--- src/rtl/apple_eat_ctrl_pkg.sv ---
// Shared game constants and types for the snake/apple logic.
// Grid bounds, length limits and apple slot identifiers.
package apple_eat_ctrl_pkg;

    localparam int MAX_LENGTH      = 30;
    localparam int START_LENGTH    = 2;
    localparam int RESPAWN_TIMEOUT = 64;

    localparam int GRID_W = 16;
    localparam int GRID_H = 16;

    typedef enum logic {
        APPLE_ONE = 1'b0,
        APPLE_TWO = 1'b1
    } apple_luck_t;

    typedef logic [7:0] apple_loc_t;

endpackage

--- src/rtl/apple_eat_ctrl_sat.sv ---
// Saturating up-counter with synchronous load of its initial value.
// Ports: clk, rst (async high), inc, load -> value (holds at MAX).
module sat_counter #(
    parameter int WIDTH = 8,
    parameter int MAX   = 255,
    parameter int INIT  = 0
) (
    input  logic             clk,
    input  logic             rst,
    input  logic             inc,
    input  logic             load,
    output logic [WIDTH-1:0] value
);

    localparam logic [WIDTH-1:0] MAX_V  = WIDTH'(MAX);
    localparam logic [WIDTH-1:0] INIT_V = WIDTH'(INIT);

    always_ff @(posedge clk or posedge rst) begin
        if (rst) begin
            value <= INIT_V;
        end else if (load) begin
            value <= INIT_V;
        end else if (inc && value != MAX_V) begin
            value <= value + WIDTH'(1);
        end
    end

endmodule

--- src/rtl/apple_eat_ctrl.sv ---
// Head/apple collision check, respawn confirmation, length and score.
// In: clk, reset, move_tick, head x/y, apple locations, two_apple_en.
// Out: good_collision, eaten_slot, snake_length, score, busy, respawn_err.
module apple_eat_ctrl #(
    parameter int MAX_LENGTH      = apple_eat_ctrl_pkg::MAX_LENGTH,
    parameter int START_LENGTH    = apple_eat_ctrl_pkg::START_LENGTH,
    parameter int RESPAWN_TIMEOUT = apple_eat_ctrl_pkg::RESPAWN_TIMEOUT
) (
    input  logic       system_clk,
    input  logic       reset,
    input  logic       move_tick,
    input  logic [3:0] snake_head_x,
    input  logic [3:0] snake_head_y,
    input  logic [7:0] apple_location1,
    input  logic [7:0] apple_location2,
    input  logic       two_apple_en,
    output logic       good_collision,
    output logic       eaten_slot,
    output logic [4:0] snake_length,
    output logic [7:0] score,
    output logic       busy,
    output logic       respawn_err
);

    import apple_eat_ctrl_pkg::*;

    typedef enum logic [1:0] {
        IDLE,
        CHECK,
        EAT,
        WAIT_RESPAWN
    } eat_state_t;

    localparam int TW = $clog2(RESPAWN_TIMEOUT);
    localparam logic [TW-1:0] TMO_LAST = TW'(RESPAWN_TIMEOUT - 1);

    eat_state_t  state, state_nxt;
    apple_loc_t  head_q;
    apple_loc_t  loc_q;
    apple_luck_t slot_q;
    logic        pending_q;
    logic        err_q;
    logic [TW-1:0] tmo_q;

    logic          hit1, hit2;
    logic          take;
    apple_loc_t    sel_loc;
    logic          moved;
    logic [TW-1:0] tmo_inc;

    assign hit1    = head_q == apple_location1;
    assign hit2    = two_apple_en && head_q == apple_location2;
    assign take    = move_tick || pending_q;
    // Slot choice is frozen at CHECK; two_apple_en no longer matters here.
    assign sel_loc = (slot_q == APPLE_TWO) ? apple_location2
                                           : apple_location1;
    assign moved   = sel_loc != loc_q;
    assign tmo_inc = tmo_q + TW'(1);

    always_comb begin
        state_nxt = state;
        unique case (state)
            IDLE:
                if (take) state_nxt = CHECK;
            CHECK:
                state_nxt = (hit1 || hit2) ? EAT : IDLE;
            EAT:
                state_nxt = WAIT_RESPAWN;
            WAIT_RESPAWN:
                if (moved || tmo_inc == TMO_LAST) state_nxt = IDLE;
            default:
                state_nxt = IDLE;
        endcase
    end

    always_ff @(posedge system_clk or posedge reset) begin
        if (reset) begin
            state     <= IDLE;
            head_q    <= '0;
            loc_q     <= '0;
            slot_q    <= APPLE_ONE;
            pending_q <= 1'b0;
            err_q     <= 1'b0;
            tmo_q     <= '0;
        end else begin
            state <= state_nxt;
            if (state == IDLE) begin
                if (take) begin
                    head_q    <= {snake_head_y, snake_head_x};
                    pending_q <= 1'b0;
                end
            end else if (move_tick) begin
                // One tick of slack; a second one is an overrun.
                if (pending_q) err_q     <= 1'b1;
                else           pending_q <= 1'b1;
            end
            if (state == CHECK && (hit1 || hit2)) begin
                slot_q <= hit1 ? APPLE_ONE : APPLE_TWO;
                loc_q  <= head_q;
            end
            if (state == EAT) begin
                tmo_q <= '0;
            end
            if (state == WAIT_RESPAWN && !moved) begin
                tmo_q <= tmo_inc;
                if (tmo_inc == TMO_LAST) err_q <= 1'b1;
            end
        end
    end

    sat_counter #(
        .WIDTH (5),
        .MAX   (MAX_LENGTH),
        .INIT  (START_LENGTH)
    ) u_length (
        .clk   (system_clk),
        .rst   (reset),
        .inc   (state == EAT),
        .load  (1'b0),
        .value (snake_length)
    );

    sat_counter #(
        .WIDTH (8),
        .MAX   (255),
        .INIT  (0)
    ) u_score (
        .clk   (system_clk),
        .rst   (reset),
        .inc   (state == EAT),
        .load  (1'b0),
        .value (score)
    );

    assign good_collision = state == EAT;
    assign eaten_slot     = slot_q;
    assign busy           = state != IDLE;
    assign respawn_err    = err_q;

endmodule

--- config.mk ---
export PLATFORM = sky130hd
export DESIGN_NAME = apple_eat_ctrl
export DESIGN_NICKNAME = d
export VERILOG_FILES = /design/src/rtl/apple_eat_ctrl_pkg.sv /design/src/rtl/apple_eat_ctrl_sat.sv /design/src/rtl/apple_eat_ctrl.sv
export SDC_FILE = /design/constraint.sdc
export NUM_CORES = 1
export LEC_CHECK = 0
export ABC_AREA = 0
export ABC_CLOCK_PERIOD_IN_PS = 4200
export BUFFER_PORTS_ARGS = -buffer_cell sky130_fd_sc_hd__buf_4
export CORE_UTILIZATION = 44
export CTS_CLUSTER_DIAMETER = 30
export CTS_CLUSTER_SIZE = 20
export DETAILED_ROUTE_END_ITERATION = 16
export PLACE_DENSITY = 0.66
export SLEW_MARGIN = 10
export SYNTH_ARGS = -nofsm -noshare
export SYNTH_HDL_FRONTEND = slang
export SYNTH_HIERARCHICAL = 1
export SYNTH_SLANG_ARGS = --single-unit
--- constraint.sdc ---
create_clock -name system_clk -period 4.2 [get_ports system_clk]
set_input_delay 0.63 -clock system_clk [delete_from_list [all_inputs] [get_ports system_clk]]
set_output_delay 0.63 -clock system_clk [all_outputs]
set_load 0.02 [all_outputs]
After elaboration in Yosys (flattened, before gate mapping)

Index checks and enable logic that the tools add are counted.

Memories kept: 0
Latch bits: 0
Bits of input ports: 28
Memory bits (read-only): 0
RAM bits: 0
Output and inout bits: 17
Flip-flop bits (word level): 40
Word-level logic and storage cells: 55

Magnitude comparators: 0
Divide/modulo/power cells: 0
Shift operators: 0
Multiply operators: 0
Equal/unequal tests: 11
Bitwise operators: 0
Add/subtract/negate cells: 3
Mux-type cells: 16
Reduce and logical (&&, ||, !) cells: 16

Operators with widths:

| operator            | count |
|---|---|
| $eq 8x8->1          | 2 |
| $mux 6              | 2 |
| $mux 1              | 9 |
| $add 8x1->8 const B | 1 |
| $mux 8              | 1 |
| $ne 8x8->1          | 1 |
| $ne 8x8->1 const B  | 1 |
| $pmux 2 s4          | 1 |
| $add 6x1->6 const B | 1 |
| $eq 6x6->1 const B  | 1 |
| $mux 2              | 3 |
| $reduce_and 2->1    | 3 |
| $reduce_bool 2->1   | 3 |
| $add 5x1->5 const B | 1 |
| $logic_and 1x1->1   | 5 |
| $ne 5x5->1 const B  | 1 |
| $eq 2x2->1 const B  | 2 |
| $ne 2x2->1 const B  | 2 |
| $logic_or 1x1->1    | 3 |
| $eq 2x1->1 const B  | 1 |
| $logic_not 2->1     | 1 |
| $logic_not 1->1     | 1 |

Depth between registers and ports, before layout

Depth in word-level cells: 5
Gate-level depth with buffers: 6
Gate-level depth less buffers: 6

Hierarchy

Netlist, hierarchy kept.

By module, submodules not included:

| module                 | cells an instance | seq. area each (um^2) | area an instance (um^2) | instances |
|---|---|---|---|---|
| apple_eat_ctrl         | 142               | 675.6                 | 1607.8                  | 1 |
| sat_counter (u_score)  | 49                | 200.2                 | 504.2                   | 1 |
| sat_counter (u_length) | 27                | 126.4                 | 276.5                   | 1 |

Worst setup path before layout

No wires, ideal clock.

Kind: input to register
From: input port apple_location2[5]
To: register slot_q (netlist: eaten_slot)
Stages on the path: 6
Arrival: 1.858 ns
Data required time: 4.075 ns
Path buffers: 1
Path slack: 2.217 ns
Setup time: 0.125 ns
Cells stage by stage: xor2_1 nor4_1 nand4_1 a211o_1 buf_6 mux2_4

Word-level cells in the longest chain between the ends: 4

RTL lines:

| item                 | RTL line             | source |
|---|---|---|
| start, declared      | apple_eat_ctrl.sv:15 | `input logic [7:0] apple_location2,` |
| $eq 8x8->1           | apple_eat_ctrl.sv:52 | `assign hit2 = two_apple_en && head_q == apple_location2;` |
| $logic_and 1x1->1    | apple_eat_ctrl.sv:52 |  |
| $logic_or 1x1->1     | apple_eat_ctrl.sv:97 | `if (state == CHECK && (hit1 \|\| hit2)) begin` |
| $logic_and 1x1->1    | apple_eat_ctrl.sv:97 |  |
| end signal, assigned | apple_eat_ctrl.sv:98 | `slot_q <= hit1 ? APPLE_ONE : APPLE_TWO;` |
| end, declared        | apple_eat_ctrl.sv:40 | `apple_luck_t slot_q;` |

No other way between the ends.
A chain may end at the register's enable or synchronous reset.

Final worst setup path

From: register state[0]
To: output port good_collision

Word-level cells in the longest chain between the ends: 1

RTL lines:

| item                   | RTL line              | source |
|---|---|---|
| start, declared        | apple_eat_ctrl.sv:37  | `eat_state_t state, state_nxt;` |
| start signal, assigned | apple_eat_ctrl.sv:86  | `state <= state_nxt;` |
| $eq 2x2->1             | apple_eat_ctrl.sv:135 | `assign good_collision = state == EAT;` |
| end, declared          | apple_eat_ctrl.sv:17  | `output logic good_collision,` |

No other way between the ends.

==> metrics.yaml <==
critical_path:
  start_kind: "flip-flop"
  r2r_slack_ns: 2.10
  worstReg2RegEnd: "u_score/value[5]"
  cp.required_ns: 3.57
  crit_path_end_kind: "output pin"
  reg2reg_depth: 6
  setup.worst_path.end: "good_collision"
  worstSetupPathType: "flip-flop to output pin"
  arrival_ns: 1.58
  crit_fanout: 13
  reg2reg_from: "state[0]"
  crit_start: "state[0]"
clock_tree:
  post_cts_resized: 0
  cts_root_buffer: "clkbuf_8"
  cts.path.max_buffers: 2
  hold_buffers: 0
  clock_sinks: 40
  postCtsSetupBuffers: 0
  path_clk_slew_ns: 0.07
  cts_tree: "yes"
  cts_max_level: 2
  cts_buffers: 5
  clock_latency_ns: 0.29
run_status:
  status: "finished, final reports clean"
logic_synthesis:
  ys_ff_latch: 40
  seq_area_frac_synth_pct: 42.0
  syn_inst: 218
  synth_edf_count: 0
  synth_area_per_cell_um2: 11.0
  synth_flop_cell: "dfrtp_1"
  syn_area_um2: 2390
  yosysWarnings: 6
  async_reset_ff_share_pct: 100
  synth_cell_types: 50
place:
  place.port_buffers: 44
  gp_congestion: 0.767
  hpwl_um: 3680
floorplan:
  row_count: 26
  die_area_um2: 5730
  start_util_pct: 46.2
  ios: 45
  core_area_um2: 5170
  fp.dieH_um: 75.7
  die_x_um: 75.7
sta:
  finalCritPeriodShare_pct: 52.7
  drv_slew: 0
  setup_viol: 0
  fin_crit_ns: 2.21
  clock-skew-final_ns: 0.00307
  max_freq_mhz: 452
  fin_tns_setup_ns: 0
  slew_headroom_pct: 30.2
  rsz0062_at_grt: "no"
  hold_violations: 0
  worst_pin_slew_ns: 1.05
cells_and_area:
  drive_gt1_share_pct: 30.5
  syn_to_final_growth_pct: 20.8
  layout.nets: 302
  antenna_cells: 0
  mostFrequentLayoutCell: "buf_4"
  layout_common_cells: "44 x buf_4, 39 x dfrtp_1, 19 x xor2_1, 15 x nand2_1"
route:
  wl_per_cell_um: 14.0
  drtIter0Drc: 81
  firstDrtPassIters: 4
  viasPerCell: 5.12
  drc: 0
  final_antenna_net_count: 0
  vias: 1736
  wirelength_um: 4760
grt:
  grt_pass1_vias: 1645
  antenna_found_initial: 0
  grt_start_max_net_pins: 28
  gr-total-overflow: 0
  grt_pass1_wl_um: 7980
  grt_use_total_pct: 18.8
power_and_ir_drop:
  power.density_nw_per_um2: 461
  power_w: 0.00133
  peakVddDrop_mv: 0.310
  p_leak_nw: 1.37
hold_path:
  hold_path_class: "input port to async pin"
run:
  cap_violations: 0
## layer usage
metal	vias to the layer above	track usage [%]	share of wire, %
li1	877	-	-
met1	826	28.1	49
met2	29	28.0	46
met3	4	3.97	4.3
met4	0	4.32	0.71
met5	-	0	0
## how the worst min path moves through the flow
stage                     slack (ns)        start                 to  cells after the start
after global placement          0.47  respawn_err        respawn_err                      1
after floorplan                 0.41        reset  u_length/value[0]                      1
final                           0.25        reset  u_length/value[0]                      2
after detailed placement        0.47  respawn_err        respawn_err                      1
after global routing            0.26        reset  u_length/value[0]                      2
after CTS                       0.26        reset  u_length/value[0]                      2
## sequential cells by signal, indices dropped and copies added, names as in the netlist, named ones only
name / count
u_length/value: 5
u_score/value: 8
loc_q: 8
tmo_q: 6
head_q: 8
respawn_err: 1
pending_q: 1
eaten_slot: 1
state: 1
## kinds of logic (layout without fill, tap and decap cells)
| logic type | Yosys count | after routing | share of synthesized area, % |
|---|---|---|---|
| XOR/XNOR | 26 | 26 | 9.53 |
| AND/OR/NAND/NOR | 70 | 70 | 16.9 |
| buffers and inverters | 16 | 63 | 3.19 |
| multiplexers | 34 | 34 | 17.4 |
| other | 1 | 5 | 0.157 |
| flip-flops | 40 | 40 | 42.0 |
| AO/OA/AOI/OAI | 26 | 26 | 8.22 |
| adder cells (fa/ha/maj) | 5 | 5 | 2.62 |
## through the flow
stage	std cells	hold WS, ns	instance area, um2	setup WS (ns)	utilization [%]
floorplan	222	0.408	2400	2.22	-
global placement	332	0.471	2790	1.88	53.9
detailed placement	332	0.471	2790	1.87	53.9
CTS	339	0.260	2890	1.97	55.8
global route	339	0.259	2890	1.85	55.8
finish	339	0.254	2890	1.99	55.8
## area by class of cell
type | count | area [um2]
sequential | 40 | 1000
inverter | 12 | 45.0
clock buffer | 7 | 96.3
multi-input combinational | 166 | 1330
fill | 451 | 2290
timing repair buffer | 44 | 330
tap | 70 | 87.6
## worst max-delay path, stage by stage (launching register included)
cell     delay, ns
dfrtp_1       0.44
inv_1         0.13
nand2_1       0.19
inv_1         0.33
buf_4         0.21
## power by group
| part | switching (W) | total, W | internal [W] | leakage (nW) |
|---|---|---|---|---|
| Clock | 0.000128 | 0.000274 | 0.000146 | 0.0503 |
| Sequential | 0.000123 | 0.000600 | 0.000477 | 0.501 |
| Combinational | 0.000211 | 0.000458 | 0.000247 | 0.815 |
## Yosys cell counts (all sizes together), types with 4 or more instances
| library cell | n | area [um2] |
|---|---|---|
| a21oi | 5 | 32.5 |
| dfrtp | 39 | 976 |
| ha | 5 | 62.6 |
| inv | 12 | 45.0 |
| mux2 | 21 | 285 |
| mux2i | 13 | 130 |
| nand2 | 15 | 56.3 |
| nand3 | 6 | 30.0 |
| nand4 | 7 | 50.1 |
| nor2 | 11 | 43.8 |
| nor2b | 6 | 37.5 |
| nor3 | 5 | 30.0 |
| nor4 | 4 | 31.3 |
| o21ai | 5 | 25.0 |
| xnor2 | 7 | 61.3 |
| xor2 | 19 | 166 |
(Power assumes the default switching activity.)
